<file path="src/rtl/command_sequencer_pkg.sv">
// -----------------------------------------------------------------------------
// command_sequencer_pkg
// Shared definitions for the UART command sequencer:
//   - command byte codes recognised in IDLE
//   - register-file addresses that hold the ALU operands
//   - sequencer state enumeration
//   - response length encoding used by the response serializer
//   - helper that tells whether an incoming byte is discarded in a state
// -----------------------------------------------------------------------------
package command_sequencer_pkg;

    localparam int unsigned DEFAULT_DATA_WIDTH         = 8;
    localparam int unsigned DEFAULT_RF_DEPTH           = 16;
    localparam int unsigned DEFAULT_ALU_FUNCTION_WIDTH = 4;

    // Command codes (first byte of every frame)
    localparam int unsigned CMD_WIDTH = 8;
    localparam logic [CMD_WIDTH-1:0] CMD_RF_WRITE        = 8'hAA;
    localparam logic [CMD_WIDTH-1:0] CMD_RF_READ         = 8'hBB;
    localparam logic [CMD_WIDTH-1:0] CMD_ALU_OPERANDS    = 8'hCC;
    localparam logic [CMD_WIDTH-1:0] CMD_ALU_NO_OPERANDS = 8'hDD;

    // Register-file entries that feed the ALU operand inputs
    localparam int unsigned OPERAND_A_ADDR = 0;
    localparam int unsigned OPERAND_B_ADDR = 1;

    typedef enum logic [3:0] {
        IDLE      = 4'd0,
        WR_ADDR   = 4'd1,
        WR_DATA   = 4'd2,
        RD_ADDR   = 4'd3,
        RD_WAIT   = 4'd4,
        OP_A      = 4'd5,
        OP_B      = 4'd6,
        ALU_FUNC  = 4'd7,
        ALU_START = 4'd8,
        ALU_WAIT  = 4'd9,
        SEND_0    = 4'd10,
        SEND_1    = 4'd11
    } state_e;

    typedef enum logic {
        RESP_ONE_BYTE  = 1'b0,
        RESP_TWO_BYTES = 1'b1
    } resp_len_e;

    // States that are busy with the datapath or transmitter and have no
    // room for another received byte
    function automatic logic discards_rx(input state_e state);
        return state inside {RD_WAIT, ALU_START, ALU_WAIT, SEND_0, SEND_1};
    endfunction

endpackage

</file>
<file path="src/rtl/command_sequencer_response_serializer.sv">
// -----------------------------------------------------------------------------
// command_sequencer_response_serializer
// Two-byte response buffer feeding the UART transmitter over a valid/ready
// byte handshake. A load presents the low byte first; when the stored length
// is two bytes the high byte follows after the first transfer.
//
// Ports:
//   reference_clk, reset  clock and asynchronous active-low reset
//   load                  capture load_data/load_length and start sending
//   load_data             response word, low byte sent first
//   load_length           one or two bytes to send
//   tx_ready              transmitter accepts tx_data this cycle
//   tx_data, tx_valid     registered byte handshake towards the transmitter
//   accept_c              a byte transfers this cycle
//   last_c                the byte currently offered is the final one
// -----------------------------------------------------------------------------
module command_sequencer_response_serializer
    import command_sequencer_pkg::*;
#(
    parameter int unsigned DATA_WIDTH = DEFAULT_DATA_WIDTH
) (
    input  logic                      reference_clk,
    input  logic                      reset,
    input  logic                      load,
    input  logic [2*DATA_WIDTH-1:0]   load_data,
    input  resp_len_e                 load_length,
    input  logic                      tx_ready,
    output logic [DATA_WIDTH-1:0]     tx_data,
    output logic                      tx_valid,
    output logic                      accept_c,
    output logic                      last_c
);

    logic [DATA_WIDTH-1:0] high_byte_q;
    resp_len_e             pending_q;   // high byte still queued behind tx_data

    assign accept_c = tx_valid && tx_ready;
    assign last_c   = (pending_q == RESP_ONE_BYTE);

    // tx_data only moves on load or after a completed transfer, so it is
    // stable while a byte waits for tx_ready
    always_ff @(posedge reference_clk or negedge reset) begin
        if (!reset) begin
            tx_valid    <= 1'b0;
            tx_data     <= '0;
            high_byte_q <= '0;
            pending_q   <= RESP_ONE_BYTE;
        end else if (load) begin
            tx_valid    <= 1'b1;
            tx_data     <= load_data[DATA_WIDTH-1:0];
            high_byte_q <= load_data[2*DATA_WIDTH-1:DATA_WIDTH];
            pending_q   <= load_length;
        end else if (accept_c) begin
            if (pending_q == RESP_TWO_BYTES) begin
                tx_data   <= high_byte_q;
                pending_q <= RESP_ONE_BYTE;
            end else begin
                tx_valid  <= 1'b0;
            end
        end
    end

endmodule

</file>
<file path="src/rtl/command_sequencer.sv">
// -----------------------------------------------------------------------------
// command_sequencer
// Decodes command frames from the synchronized UART RX byte stream and
// sequences register-file and ALU accesses, returning read data (one byte)
// or ALU results (two bytes, low first) to the UART transmitter.
//
// Frames:  AA addr data      register write
//          BB addr           register read, one response byte
//          CC a b func       write operands to entries A/B, run ALU
//          DD func           run ALU on current operand entries
//
// Ports:
//   reference_clk, reset          clock and asynchronous active-low reset
//   rx_data, rx_valid             received byte, one-cycle valid pulse
//   tx_data, tx_valid, tx_ready   response byte handshake
//   rf_address, rf_write_enable, rf_write_data, rf_read_enable
//                                 register-file request strobes
//   rf_read_data, rf_read_data_valid
//                                 register-file read return
//   alu_function, alu_enable      ALU operation code and start strobe
//   alu_result, alu_result_valid  ALU result return
//   alu_clock_enable              ALU clock-gate enable
//   frame_dropped                 one-cycle pulse per discarded byte
// -----------------------------------------------------------------------------
module command_sequencer
    import command_sequencer_pkg::*;
#(
    parameter int unsigned DATA_WIDTH          = DEFAULT_DATA_WIDTH,
    parameter int unsigned REGISTER_FILE_DEPTH = DEFAULT_RF_DEPTH,
    parameter int unsigned ADDRESS_WIDTH       = $clog2(REGISTER_FILE_DEPTH),
    parameter int unsigned ALU_FUNCTION_WIDTH  = DEFAULT_ALU_FUNCTION_WIDTH,
    parameter int unsigned OPERAND_A_ADDRESS   = OPERAND_A_ADDR,
    parameter int unsigned OPERAND_B_ADDRESS   = OPERAND_B_ADDR
) (
    input  logic                          reference_clk,
    input  logic                          reset,
    input  logic [DATA_WIDTH-1:0]         rx_data,
    input  logic                          rx_valid,
    output logic [DATA_WIDTH-1:0]         tx_data,
    output logic                          tx_valid,
    input  logic                          tx_ready,
    output logic [ADDRESS_WIDTH-1:0]      rf_address,
    output logic                          rf_write_enable,
    output logic [DATA_WIDTH-1:0]         rf_write_data,
    output logic                          rf_read_enable,
    input  logic [DATA_WIDTH-1:0]         rf_read_data,
    input  logic                          rf_read_data_valid,
    output logic [ALU_FUNCTION_WIDTH-1:0] alu_function,
    output logic                          alu_enable,
    input  logic [2*DATA_WIDTH-1:0]       alu_result,
    input  logic                          alu_result_valid,
    output logic                          alu_clock_enable,
    output logic                          frame_dropped
);

    state_e state_q;
    state_e state_d;

    logic [ADDRESS_WIDTH-1:0]      rf_address_d;
    logic                          rf_write_enable_d;
    logic [DATA_WIDTH-1:0]         rf_write_data_d;
    logic                          rf_read_enable_d;
    logic [ALU_FUNCTION_WIDTH-1:0] alu_function_d;
    logic                          alu_enable_d;
    logic                          alu_clock_enable_d;
    logic                          frame_dropped_d;

    logic                    load_c;
    logic [2*DATA_WIDTH-1:0] load_data_c;
    resp_len_e               load_length_c;
    logic                    accept_c;
    logic                    last_c;

    // Response buffer and transmit handshake
    command_sequencer_response_serializer #(
        .DATA_WIDTH (DATA_WIDTH)
    ) u_response_serializer (
        .reference_clk (reference_clk),
        .reset         (reset),
        .load          (load_c),
        .load_data     (load_data_c),
        .load_length   (load_length_c),
        .tx_ready      (tx_ready),
        .tx_data       (tx_data),
        .tx_valid      (tx_valid),
        .accept_c      (accept_c),
        .last_c        (last_c)
    );

    // State and registered outputs
    always_ff @(posedge reference_clk or negedge reset) begin
        if (!reset) begin
            state_q          <= IDLE;
            rf_address       <= '0;
            rf_write_enable  <= 1'b0;
            rf_write_data    <= '0;
            rf_read_enable   <= 1'b0;
            alu_function     <= '0;
            alu_enable       <= 1'b0;
            alu_clock_enable <= 1'b0;
            frame_dropped    <= 1'b0;
        end else begin
            state_q          <= state_d;
            rf_address       <= rf_address_d;
            rf_write_enable  <= rf_write_enable_d;
            rf_write_data    <= rf_write_data_d;
            rf_read_enable   <= rf_read_enable_d;
            alu_function     <= alu_function_d;
            alu_enable       <= alu_enable_d;
            alu_clock_enable <= alu_clock_enable_d;
            frame_dropped    <= frame_dropped_d;
        end
    end

    // Next state and next output values
    always_comb begin
        state_d            = state_q;
        rf_address_d       = rf_address;
        rf_write_enable_d  = 1'b0;
        rf_write_data_d    = rf_write_data;
        rf_read_enable_d   = 1'b0;
        alu_function_d     = alu_function;
        alu_enable_d       = 1'b0;
        alu_clock_enable_d = alu_clock_enable;
        frame_dropped_d    = 1'b0;
        load_c             = 1'b0;
        load_data_c        = '0;
        load_length_c      = RESP_ONE_BYTE;

        // No buffering: a byte arriving while busy is lost
        if (rx_valid && discards_rx(state_q)) begin
            frame_dropped_d = 1'b1;
        end

        case (state_q)
            IDLE: begin
                if (rx_valid) begin
                    if (rx_data == DATA_WIDTH'(CMD_RF_WRITE)) begin
                        state_d = WR_ADDR;
                    end else if (rx_data == DATA_WIDTH'(CMD_RF_READ)) begin
                        state_d = RD_ADDR;
                    end else if (rx_data == DATA_WIDTH'(CMD_ALU_OPERANDS)) begin
                        state_d = OP_A;
                    end else if (rx_data == DATA_WIDTH'(CMD_ALU_NO_OPERANDS)) begin
                        state_d = ALU_FUNC;
                    end else begin
                        frame_dropped_d = 1'b1;
                    end
                end
            end

            WR_ADDR: begin
                if (rx_valid) begin
                    rf_address_d = rx_data[ADDRESS_WIDTH-1:0];
                    state_d      = WR_DATA;
                end
            end

            WR_DATA: begin
                if (rx_valid) begin
                    rf_write_enable_d = 1'b1;
                    rf_write_data_d   = rx_data;
                    state_d           = IDLE;
                end
            end

            RD_ADDR: begin
                if (rx_valid) begin
                    rf_address_d     = rx_data[ADDRESS_WIDTH-1:0];
                    rf_read_enable_d = 1'b1;
                    state_d          = RD_WAIT;
                end
            end

            RD_WAIT: begin
                if (rf_read_data_valid) begin
                    load_c        = 1'b1;
                    load_data_c   = {{DATA_WIDTH{1'b0}}, rf_read_data};
                    load_length_c = RESP_ONE_BYTE;
                    state_d       = SEND_0;
                end
            end

            OP_A: begin
                if (rx_valid) begin
                    rf_address_d      = ADDRESS_WIDTH'(OPERAND_A_ADDRESS);
                    rf_write_enable_d = 1'b1;
                    rf_write_data_d   = rx_data;
                    state_d           = OP_B;
                end
            end

            OP_B: begin
                if (rx_valid) begin
                    rf_address_d      = ADDRESS_WIDTH'(OPERAND_B_ADDRESS);
                    rf_write_enable_d = 1'b1;
                    rf_write_data_d   = rx_data;
                    state_d           = ALU_FUNC;
                end
            end

            ALU_FUNC: begin
                if (rx_valid) begin
                    alu_function_d     = rx_data[ALU_FUNCTION_WIDTH-1:0];
                    alu_clock_enable_d = 1'b1;
                    state_d            = ALU_START;
                end
            end

            // One cycle of enabled clock before the start strobe
            ALU_START: begin
                alu_enable_d = 1'b1;
                state_d      = ALU_WAIT;
            end

            ALU_WAIT: begin
                if (alu_result_valid) begin
                    load_c             = 1'b1;
                    load_data_c        = alu_result;
                    load_length_c      = RESP_TWO_BYTES;
                    alu_clock_enable_d = 1'b0;
                    state_d            = SEND_0;
                end
            end

            SEND_0: begin
                if (accept_c) begin
                    state_d = last_c ? IDLE : SEND_1;
                end
            end

            SEND_1: begin
                if (accept_c) begin
                    state_d = IDLE;
                end
            end

            default: begin
                state_d = IDLE;
            end
        endcase
    end

endmodule

</file>
<file path="config.mk">
export PLATFORM = sky130hd
export DESIGN_NAME = command_sequencer
export DESIGN_NICKNAME = d
export VERILOG_FILES = /design/src/rtl/command_sequencer_pkg.sv /design/src/rtl/command_sequencer_response_serializer.sv /design/src/rtl/command_sequencer.sv
export SDC_FILE = /design/constraint.sdc
export NUM_CORES = 1
export LEC_CHECK = 0
export CORE_UTILIZATION = 40
export CTS_BUF_LIST = sky130_fd_sc_hd__clkbuf_4
export DETAILED_ROUTE_END_ITERATION = 12
export PLACE_DENSITY_LB_ADDON = 0.15
export SYNTH_ARGS = -nofsm -noshare
export SYNTH_HDL_FRONTEND = slang
export SYNTH_HIERARCHICAL = 1
export SYNTH_SLANG_ARGS = --single-unit
</file>
<file path="constraint.sdc">
create_clock -name reference_clk -period 3.92 [get_ports reference_clk]
set_input_delay 0.588 -clock reference_clk [delete_from_list [all_inputs] [get_ports reference_clk]]
set_output_delay 0.588 -clock reference_clk [all_outputs]
set_load 0.01 [all_outputs]
</file>
After elaboration in Yosys (flattened, before gate mapping)
Cells that the tools add are included. W data, S select, Z words.

Reduce and logical (&&, ||, !) cells: 17. Multiplexer cells: 49. Eq/ne operators: 29.

Operators by type and width (count): $mux W4 (18); $pmux W4 S12 (1); $eq A8 B8 Y1 const B (4); $mux W8 (4); $pmux W16 S2 (1); $ne A2 B2 Y1 const B (12); $mux W1 (21); $eq A4 B3 Y1 const B (4); $eq A4 B4 Y1 const B (4); $mux W16 (1); $pmux W4 S3 (1); $reduce_and A12 Y1 (1); $eq A4 B2 Y1 const B (2); $reduce_and A2 Y1 (4); $reduce_bool A2 Y1 (3); $ne A5 B5 Y1 const B (1); $reduce_bool A5 Y1 (1); $eq A4 B1 Y1 const B (1); $logic_not A4 Y1 (1); $pmux W1 S2 (2); $reduce_and A4 Y1 (1); $reduce_and A3 Y1 (1); $reduce_bool A3 Y1 (1); $reduce_or A3 Y1 (1); other kinds (3) (4).

Word-level logic and storage cells: 108. Bits of input ports: 38. Bits in registers: 43. Output and inout port bits: 30.

Longest topological paths before layout
Word-level depth: 10. Depth in mapped cells: 9. Depth with buffers taken out: 5.

Modules after synthesis
The synthesis kept the hierarchy.

Modules (own cells, without submodules): command_sequencer (area each 1423.9 um^2, seq. area each 625.6 um^2, cells an instance 134, instances 1); command_sequencer_response_serializer (area each 793.3 um^2, seq. area each 450.4 um^2, cells an instance 70, instances 1).

Least setup slack after synthesis
Ideal clock, no wire load.

Path type: reg-to-reg. Start point: reg state_q[3]. End point: reg u_response_serializer.high_byte_q[4]. Required time: 3.795 ns. Library setup time: 0.125 ns. Period minus slack after synthesis: 1.993 ns. Cell stages (with the launch flop): 8. Path buffers: 3. Arrival time: 1.868 ns. Path slack: 1.927 ns. Cells stage by stage: dfrtp_1 -> buf_2 -> or2b_1 -> nor4b_4 -> or2_2 -> buf_6 -> buf_6 -> mux2_4.

Cells in the longest elaborated chain, start to end: 2. Elaborated cells on any way between the ends: 4. Classes of those cells: 2 x eq/ne; 2 x mux.

Ends and longest elaborated chain: start, declared (RTL line command_sequencer.sv:56) `state_e state_q;`; start signal, assigned (RTL line command_sequencer.sv:103) `state_q <= state_d;`; $eq A4 B4 Y1 or $eq A4 B3 Y1 (tied branches) (RTL line command_sequencer.sv:135) `case (state_q)`; $pmux W1 S2 * (RTL line command_sequencer.sv:135); via load_c (RTL line command_sequencer.sv:68) `logic load_c;`; end signal, assigned (RTL line command_sequencer_response_serializer.sv:51) `high_byte_q <= load_data[2*DATA_WIDTH-1:DATA_WIDTH];`; end, declared (RTL line command_sequencer_response_serializer.sv:34) `logic [DATA_WIDTH-1:0] high_byte_q;`.

The timed path passes the listed nets; every way through them passes the cells marked *. A chain may end at the register's enable or synchronous reset.

Worst setup path after layout
Start point: reg state_q[0]. End point: reg u_response_serializer.high_byte_q[6].

The elaborated chain is that of the path after synthesis.

==> results.ini <==
[timing]
max_clock_freq_mhz=375
fin_setup_tns_ns=0
worst_clock_skew_ns=0.00921
rsz0062_at_grt=no
setup_viol=0
hold_violations=0
fin_hold_ws_ns=0.358
tightest_slew_ns=0.937
slew_viol_final=0
finalCriticalPeriod_ns=2.67
maxSlewHeadroom=0.375
fin_crit_sh=0.681

[clock_tree]
worstSkewPairLatency_ns=0.35
postCtsHoldBufs=0
post-cts-setup-buffers=0
cts_buffer_depth=2
cts.sinks=43
clkTransAtPathRegs_ns=0.12
cts_tree=built
post_cts_resized=0
cts-root-buf=clkbuf_4
h-tree-depth=2
cts_buffers=5

[synth]
synth-adder-area-share=0
synth_area_per_cell_um2=10.9
async_flop_share=1.00
synth_top_area_cell=dfrtp_1
netlist_top_cells_area=dfrtp_1 (49%), mux2_2 (9.7%), a21oi_1 (5.0%), nand2_1 (3.7%), a22o_1 (3.2%)
synth_area_um2=2220
synthMuxAreaShare=0.110
netlist_instances=204
ys_warn_count=6
synth_top_family_by_area=simple AND/OR/NAND/NOR gates
yosys.area_share.simple=0.191
synth_seq_cells=43
synth_edf_count=0
synth_top_area_share=0.485
ys.flop_type=dfrtp_1
synth-seq-area-share=0.485
synth_compound_area_frac=0.164
synth_xor_area_frac=0.00790
synthesis.nets=242
ys_types=48

[grt]
antenna_found_initial=0
gr-total-overflow=0
grt_pass1_vias=1742
grt_use_total=0.181
grt_max_degree=44
grt_pass1_wl_um=8260

[setup_path]
cp-start-kind=flop
required_ns=4.16
crit_type=reg -> reg
cp_top_family=simple AND/OR/NAND/NOR gates
cp_slowest_stage_delay_ns=0.72
critical_path_buf_inv_count=0
end_kind=flop
arrival_ns=2.91
crit_slowest_cell=dfrtp_1
path_cells=nor2b_1 -> and3_1 -> or2_2 -> mux2_2
critical_path_peak_fanout=27

[routing]
drt-pass1-iter-count=4
wl_per_cell_um=14.3
wirelength_um=4850
ant_nets=0
drt-initial-drc-count=161
route.detailed.drc=0
via_per_inst=5.15
num_vias=1741

[layout]
drive_gt1_frac=0.138
n_antenna_cell=0
syn_to_final_growth_pct=33.8
layout_common_cells=clkdlybuf4s50_1 (66), dfrtp_1 (43), a21oi_1 (22), nand2_1 (22), mux2_2 (19)
nFillCells=479
finalInstanceArea_um2=2970
nNetsFinal=305
final_common_cell=clkdlybuf4s50_1
stdcell_count=338

[floorplan]
die_h_um=76.5
die-area_um2=5840
core-area_um2=5240
num_rows=26
start_util=0.423
pin_count=68
fp.dieW_um=76.5

[placement]
placedCellCount=330
routabilityCongestion=0.829
dpl.hpwl_um=3510
io_buffers=67
placed_cell_area_um2=2890

[flow_run]
maxCapViolations=0

[pwr]
powerDensity_nw_per_um2=622
ir_drop_mv=0.356
leakage_nw=1.30
p_total_mw=1.85

[status]
status=finished clean

[hold_path]
holdCritPathClass=in -> async

per-layer routing:
layer / routed length, um / up-vias / track usage
met2: 2220 / 48 / 0.269
met5: 0 / - / 0
li1: - / 858 / -
met1: 2260 / 829 / 0.247
met3: 305 / 6 / 0.0611
met4: 60 / 0 / 0.0596
kinds of logic (layout without fill, tap and decap cells):
| family | after synthesis | after routing |
|---|---|---|
| and+or+nand+nor | 70 | 70 |
| AOI/OAI and AO/OA | 54 | 54 |
| DFF | 43 | 43 |
| muxes | 21 | 21 |
| buffers and inverters | 14 | 78 |
| xor gates and xnor gates | 2 | 2 |
sequential cells by signal (all words and copies together), names as in the netlist:
signal / count
u_response_serializer/tx_valid: 1
u_response_serializer/tx_data: 8
alu_clock_enable: 1
u_response_serializer/high_byte_q: 8
u_response_serializer/pending_q: 1
alu_enable: 1
rf_read_enable: 1
rf_write_data: 8
state_q: 4
alu_function: 4
frame_dropped: 1
rf_address: 4
rf_write_enable: 1
cell type report:
type / instances / area [um2] / share of cell area
repair buffers: 67 / 666 / 0.224
flip-flops and latches: 43 / 1080 / 0.363
multi-input cells: 147 / 1050 / 0.354
clock buffers: 5 / 37.5 / 0.0127
well taps: 70 / 87.6 / 0.0295
inverters: 3 / 11.3 / 0.00380
clock inverters: 3 / 38.8 / 0.0131
synth_stat cells, types with 3 or more instances:
library cell,n
a21oi_1,22
o21ai_0,8
and2_1,10
nor2_1,4
inv_1,3
buf_2,6
buf_6,4
a21o_1,3
mux2_2,19
dfrtp_1,43
a22o_1,8
nand2_1,22
nor2b_1,11
through the flow:
step	utilization	worst slack, ns
finish	0.566	1.25
global route	0.566	1.06
CTS	0.566	1.29
detailed placement	0.552	1.24
global placement	0.552	1.27
floorplan	-	1.93
final timing paths:
path                            slack (ns)           from                              endpoint  depth (start not counted)
worst max-delay path                  1.25     state_q[0]  u_response_serializer/high_byte_q[6]                          4
worst min-delay path                  0.36          reset      u_response_serializer/tx_data[4]                          1
worst max register to register        1.25     state_q[0]  u_response_serializer/high_byte_q[6]                          4
worst min register to register        0.50  rf_address[1]                         rf_address[1]                          2
max in group asynchronous             2.96          reset      u_response_serializer/tx_data[3]                          1
min in group reference_clk            0.50  rf_address[1]                         rf_address[1]                          2
power breakdown:
part           total (mW)  leakage [nW]  internal (mW)  switching, mW
clock network       0.271        0.0426          0.131          0.140
logic               0.826         0.706          0.483          0.343
registers           0.749         0.548          0.605          0.144
Note: power is estimated with default switching activity, not from simulation.
==> RTL edit 1, RTL diff (same settings) <==
Make the reset (`reset`) synchronous in 2 clocked blocks. Comments in the files are not updated.
--- a/src/rtl/command_sequencer_response_serializer.sv
+++ b/src/rtl/command_sequencer_response_serializer.sv
@@ -41,3 +41,3 @@
     // stable while a byte waits for tx_ready
-    always_ff @(posedge reference_clk or negedge reset) begin
+    always_ff @(posedge reference_clk) begin
         if (!reset) begin
--- a/src/rtl/command_sequencer.sv
+++ b/src/rtl/command_sequencer.sv
@@ -90,3 +90,3 @@
     // State and registered outputs
-    always_ff @(posedge reference_clk or negedge reset) begin
+    always_ff @(posedge reference_clk) begin
         if (!reset) begin
Check against the original RTL: differs if reset is asserted again (counterexample within 4 cycles, from zero or initial values and one cycle with reset low); with reset held inactive, the same outputs for 10 cycles.
==> RTL edit 1 against the unedited design <==
- fmax fell by 2.8%
- worst hold slack improved by 0.11 ns
- sequential cell count did not move
- first-iteration DRC count fell by 18%
- synthesized area decreased by 0.11%
- critical path type unchanged
- non-clock buffer count up 3
- worst setup slack worse by 0.077 ns
- routed wire length rose by 4.4%
- cell area decreased by 0.51%
Power is not compared: it rests on default switching activity, and its combinational part moved more than twofold at a synthesized area within 25%.
==> RTL edit 1: results (changes against the unedited design) <==
Outcome
  • Status: complete, no violations

Synth
  • Mapped Area: 2210 um^2 (-0.11%)
  • Cells after synthesis: 245 (+20%)
  • Multiplexer area fraction after synthesis: 9.94% (-1.1 points)
  • Xor-xnor portion of the synthesized cell area: 1.19% (+0.40 points)
  • Syn nets: 283 (+17%)
  • Area fraction of the dominant cell type after synthesis: 38.9% (-9.7 points)
  • Sequential share of the synthesized area: 38.9% (-9.7 points)
  • Post-synth ARST share: 0% (-100 points)
  • Compound-Gate Fraction of Synth Area: 21.0% (+4.6 points)
  • Post-synth top cells: 43 x dfxtp_1, 22 x mux2i_1, 20 x nand2_1
  • Area contributors post-synth: dfxtp_1 39%, mux2i_1 9.9%, a21oi_2 6.7%

Power and ir drop
  • Pleak: 1.01 nW

Placement
  • Dpl cells: 368 (+12%)
  • Placed inst area: 2890 um^2 (+0.13%)
  • Dpl hpwl: 3.66 mm (+4.1%)
  • Gp weighted congestion: 0.771 (-7.0%)

GRT
  • Total global routing track utilization: 18.3% (+0.13 points)
  • Vias in the first global route: 1748 (+0.34%)
  • First-pass GRT wire length: 8.45 mm (+2.3%)
  • Largest net degree at the start of global routing: 24 (-45%)

STA
  • Rel. slew slack: 51.9% (+14 points)
  • Final clock skew: 0.00656 ns (-0.00265 ns)
  • Hold_ws: 0.468 ns (+0.110 ns)
  • Fin crit share: 70.1% (+2.0 points)

Routing
  • Via-per-instance ratio: 4.99 (-3.0%)
  • DRT Pass-1 Iters: 4 (unchanged)
  • Initial drt markers: 132 (-18%)
  • Drt total wl: 5.06 mm (+4.4%)

Hold path
  • Min-delay worst type: reg2reg
  • Hold worst-path end: rf_address[3]$_SDFFE_PN0P_

Final layout
  • Proportion of layout cells with a drive suffix above 1: 12.7% (-1.1 points)
  • Non-Filler Instances: 376 (+11%)

Clock network
  • Num CTS Buffers: 5 (unchanged)
  • Clk Latency, worst-skew pair: between 0.3 and 0.4 ns
  • Cts repair resizes: 0 (unchanged)

Critical path
  • Worst R2R Path Depth: 7 (+3)
  • Reg2Reg Setup Slack: 1.17 ns (-0.08 ns)
  • Critical path peak fanout: 18 (-33%)
  • Worst EP arrival: 3.01 ns (+0.10 ns)
  • Worst r2r src: state_q[2]$_SDFFE_PN0P_
  • Worst Setup EP: u_response_serializer/tx_data[7]$_SDFFE_PN0P_
## RTL edit 1: layout make-up
cell class                      instances  area (um^2)
Multi-Input combinational cell        180         1230
Clock inverter                          2         12.5
Inverter                                5         21.3
Sequential cell                        43          861
Fill cell                             484         2250
Tap cell                               70         87.6
Clock buffer                            6         45.0
Timing Repair Buffer                   70          693
## RTL edit 1: worst max-delay path, stage by stage, from the launching register on
cell and delay (ns):
dfxtp_1 0.66, nor2b_1 0.46, and3_1 0.44, or2_1 0.37, buf_4 0.31, inv_2 0.11, o21ai_0 0.26, a21oi_2 0.04
## RTL edit 1: cells by family (layout without fill, tap and decap cells)
logic type                after synthesis  in the layout
buffers and inverters                  22             83
and+or+nand+nor                        93             93
xor gates and xnor gates                3              3
AOI/OAI and AO/OA                      62             62
muxes                                  22             22
DFF                                    43             43
## RTL edit 1: layer usage
metal	up-vias	global-route usage, %	share of wire [%]
li1	970	-	-
met1	845	24.9	49
met2	56	25.7	42
met3	7	6.23	7.8
met4	0	8.08	1.4
met5	-	0	0
==> RTL edit 2, RTL diff (config.mk and constraints unchanged) <==
Without the edit above. Take the reset off `rf_write_data` and load it in a clocked block of its own.
--- a/src/rtl/command_sequencer.sv
+++ b/src/rtl/command_sequencer.sv
@@ -95,3 +95,2 @@
             rf_write_enable  <= 1'b0;
-            rf_write_data    <= '0;
             rf_read_enable   <= 1'b0;
@@ -105,3 +104,2 @@
             rf_write_enable  <= rf_write_enable_d;
-            rf_write_data    <= rf_write_data_d;
             rf_read_enable   <= rf_read_enable_d;
@@ -112,2 +110,6 @@
         end
+    end
+
+    always_ff @(posedge reference_clk) begin
+        rf_write_data <= rf_write_data_d;
     end
Check against the original RTL: differs if reset is asserted again (counterexample within 4 cycles, from zero or initial values and one cycle with reset low); with reset held inactive, the same outputs for 4 cycles.
==> RTL edit 2 against the unedited design <==
- cell area fell by 1.3%
- non-clock buffer count rose by 1
- sequential power fell by 2%
- total power fell by 4.1%
- first-iteration DRC count fell by 32%
- sequential cell count did not move
- synthesized area fell by 1.9%
- sequential share of layout area rose by 1.8 points
- routed wire length fell by 7.2%
- worst setup slack improved by 0.0014 ns
- critical path type unchanged
- largest cell class unchanged
==> RTL edit 2: results (changes against the unedited design) <==
Synth
  • Cells after synthesis: 196 (-3.9%)
  • Syn nets: 234 (-3.3%)
  • Sequential share of the synthesized area: 51.3% (+2.8 points)
  • Post-synth ARST share: 81.4% (-19 points)
  • Post-synth EDFFs: 8 (+8)
  • Area contributors post-synth: dfrtp_1 40%, edfxtp_1 11%, mux2_2 6.2%
  • Post-synth top cells: 35 x dfrtp_1, 21 x a21oi_1, 18 x nand2_1
  • Yosys cell types: 39 (-19%)

Placement
  • Dpl cells: 321 (-2.7%)
  • Dpl hpwl: 3.25 mm (-7.6%)
  • Gp weighted congestion: 0.818 (-1.3%)
  • IO Port Bufs: 67 (unchanged)
  • Placed inst area: 2840 um^2 (-1.6%)

Clock network
  • Post-CTS repair timing setup buffer count: 0 (unchanged)

Routing
  • Metal2 WL: 2.10 mm (-5.3%)
  • Initial drt markers: 110 (-32%)
  • Met3 WL: 254 um (-17%)
  • DRT Pass-1 Iters: 5 (+1)
  • WL met1: 2.08 mm (-8.2%)
  • Drt total wl: 4.50 mm (-7.2%)
  • Via-per-instance ratio: 5.02 (-2.5%)

Critical path
  • Worst r2r src: state_q[0]$_DFFE_PN0P_
  • Delay of the slowest critical-path stage: 0.69 ns (-0.03 ns)
  • Worst EP arrival: 2.92 ns (about the same)
  • Reg2Reg Setup Slack: 1.25 ns (about the same)

STA
  • Hold_ws: 0.522 ns (+0.163 ns)
  • Max Clk Rate: 375 MHz (about the same)
  • Worst Max-Slew Pin Slew: 0.638 ns (-0.299 ns)
  • Final clock skew: 0.0122 ns (+0.00295 ns)

GRT
  • Met2 usage: 27.9% (+0.94 points)
  • Largest net degree at the start of global routing: 36 (-18%)
  • Routing usage on met3: 3.70% (-2.4 points)
  • Total global routing track utilization: 16.8% (-1.3 points)
  • GRT met1 Usage: 21.6% (-3.1 points)
  • Vias in the first global route: 1510 (-13%)
  • Overflow after GRT: 0 (unchanged)

Final layout
  • Nets: 296 (-3.0%)
  • Proportion of layout cells with a drive suffix above 1: 12.0% (-1.8 points)

Hold path
  • Hold Startpoint: alu_function[1]$_DFFE_PN0P_
  • Min-delay worst type: reg2reg

Outcome
  • Status: complete, no violations

Flow run
  • Count of maximum capacitance violations: 0 (unchanged)
-- RTL edit 2: layout make-up --
type                    count  area (um^2)
fillers                   444         2240
flip-flops and latches     43         1120
multi-input cells         133          936
repair buffers             68          678
well taps                  70         87.6
clock inverters             3         47.5
clock buffers               5         37.5
inverters                   7         26.3
-- RTL edit 2: logic make-up after synthesis --
kind of cell,share of synthesized area (%)
multiplexers,9.44
XOR/XNOR,0.806
flip-flops,51.3
buffers and inverters,5.64
AND/OR/NAND/NOR,18.0
AO/OA/AOI/OAI,14.8
-- RTL edit 2: worst register-to-register path: cells and delay by family (launching register included) --
family | cells | cell delay, ns
muxes | 1 | 0.40
and+or+nand+nor | 3 | 1.47
DFF | 1 | 0.69
-- RTL edit 2: power breakdown --
group          internal [mW]  switching, mW
clock network          0.138          0.156
logic                  0.425          0.316
registers              0.606          0.131
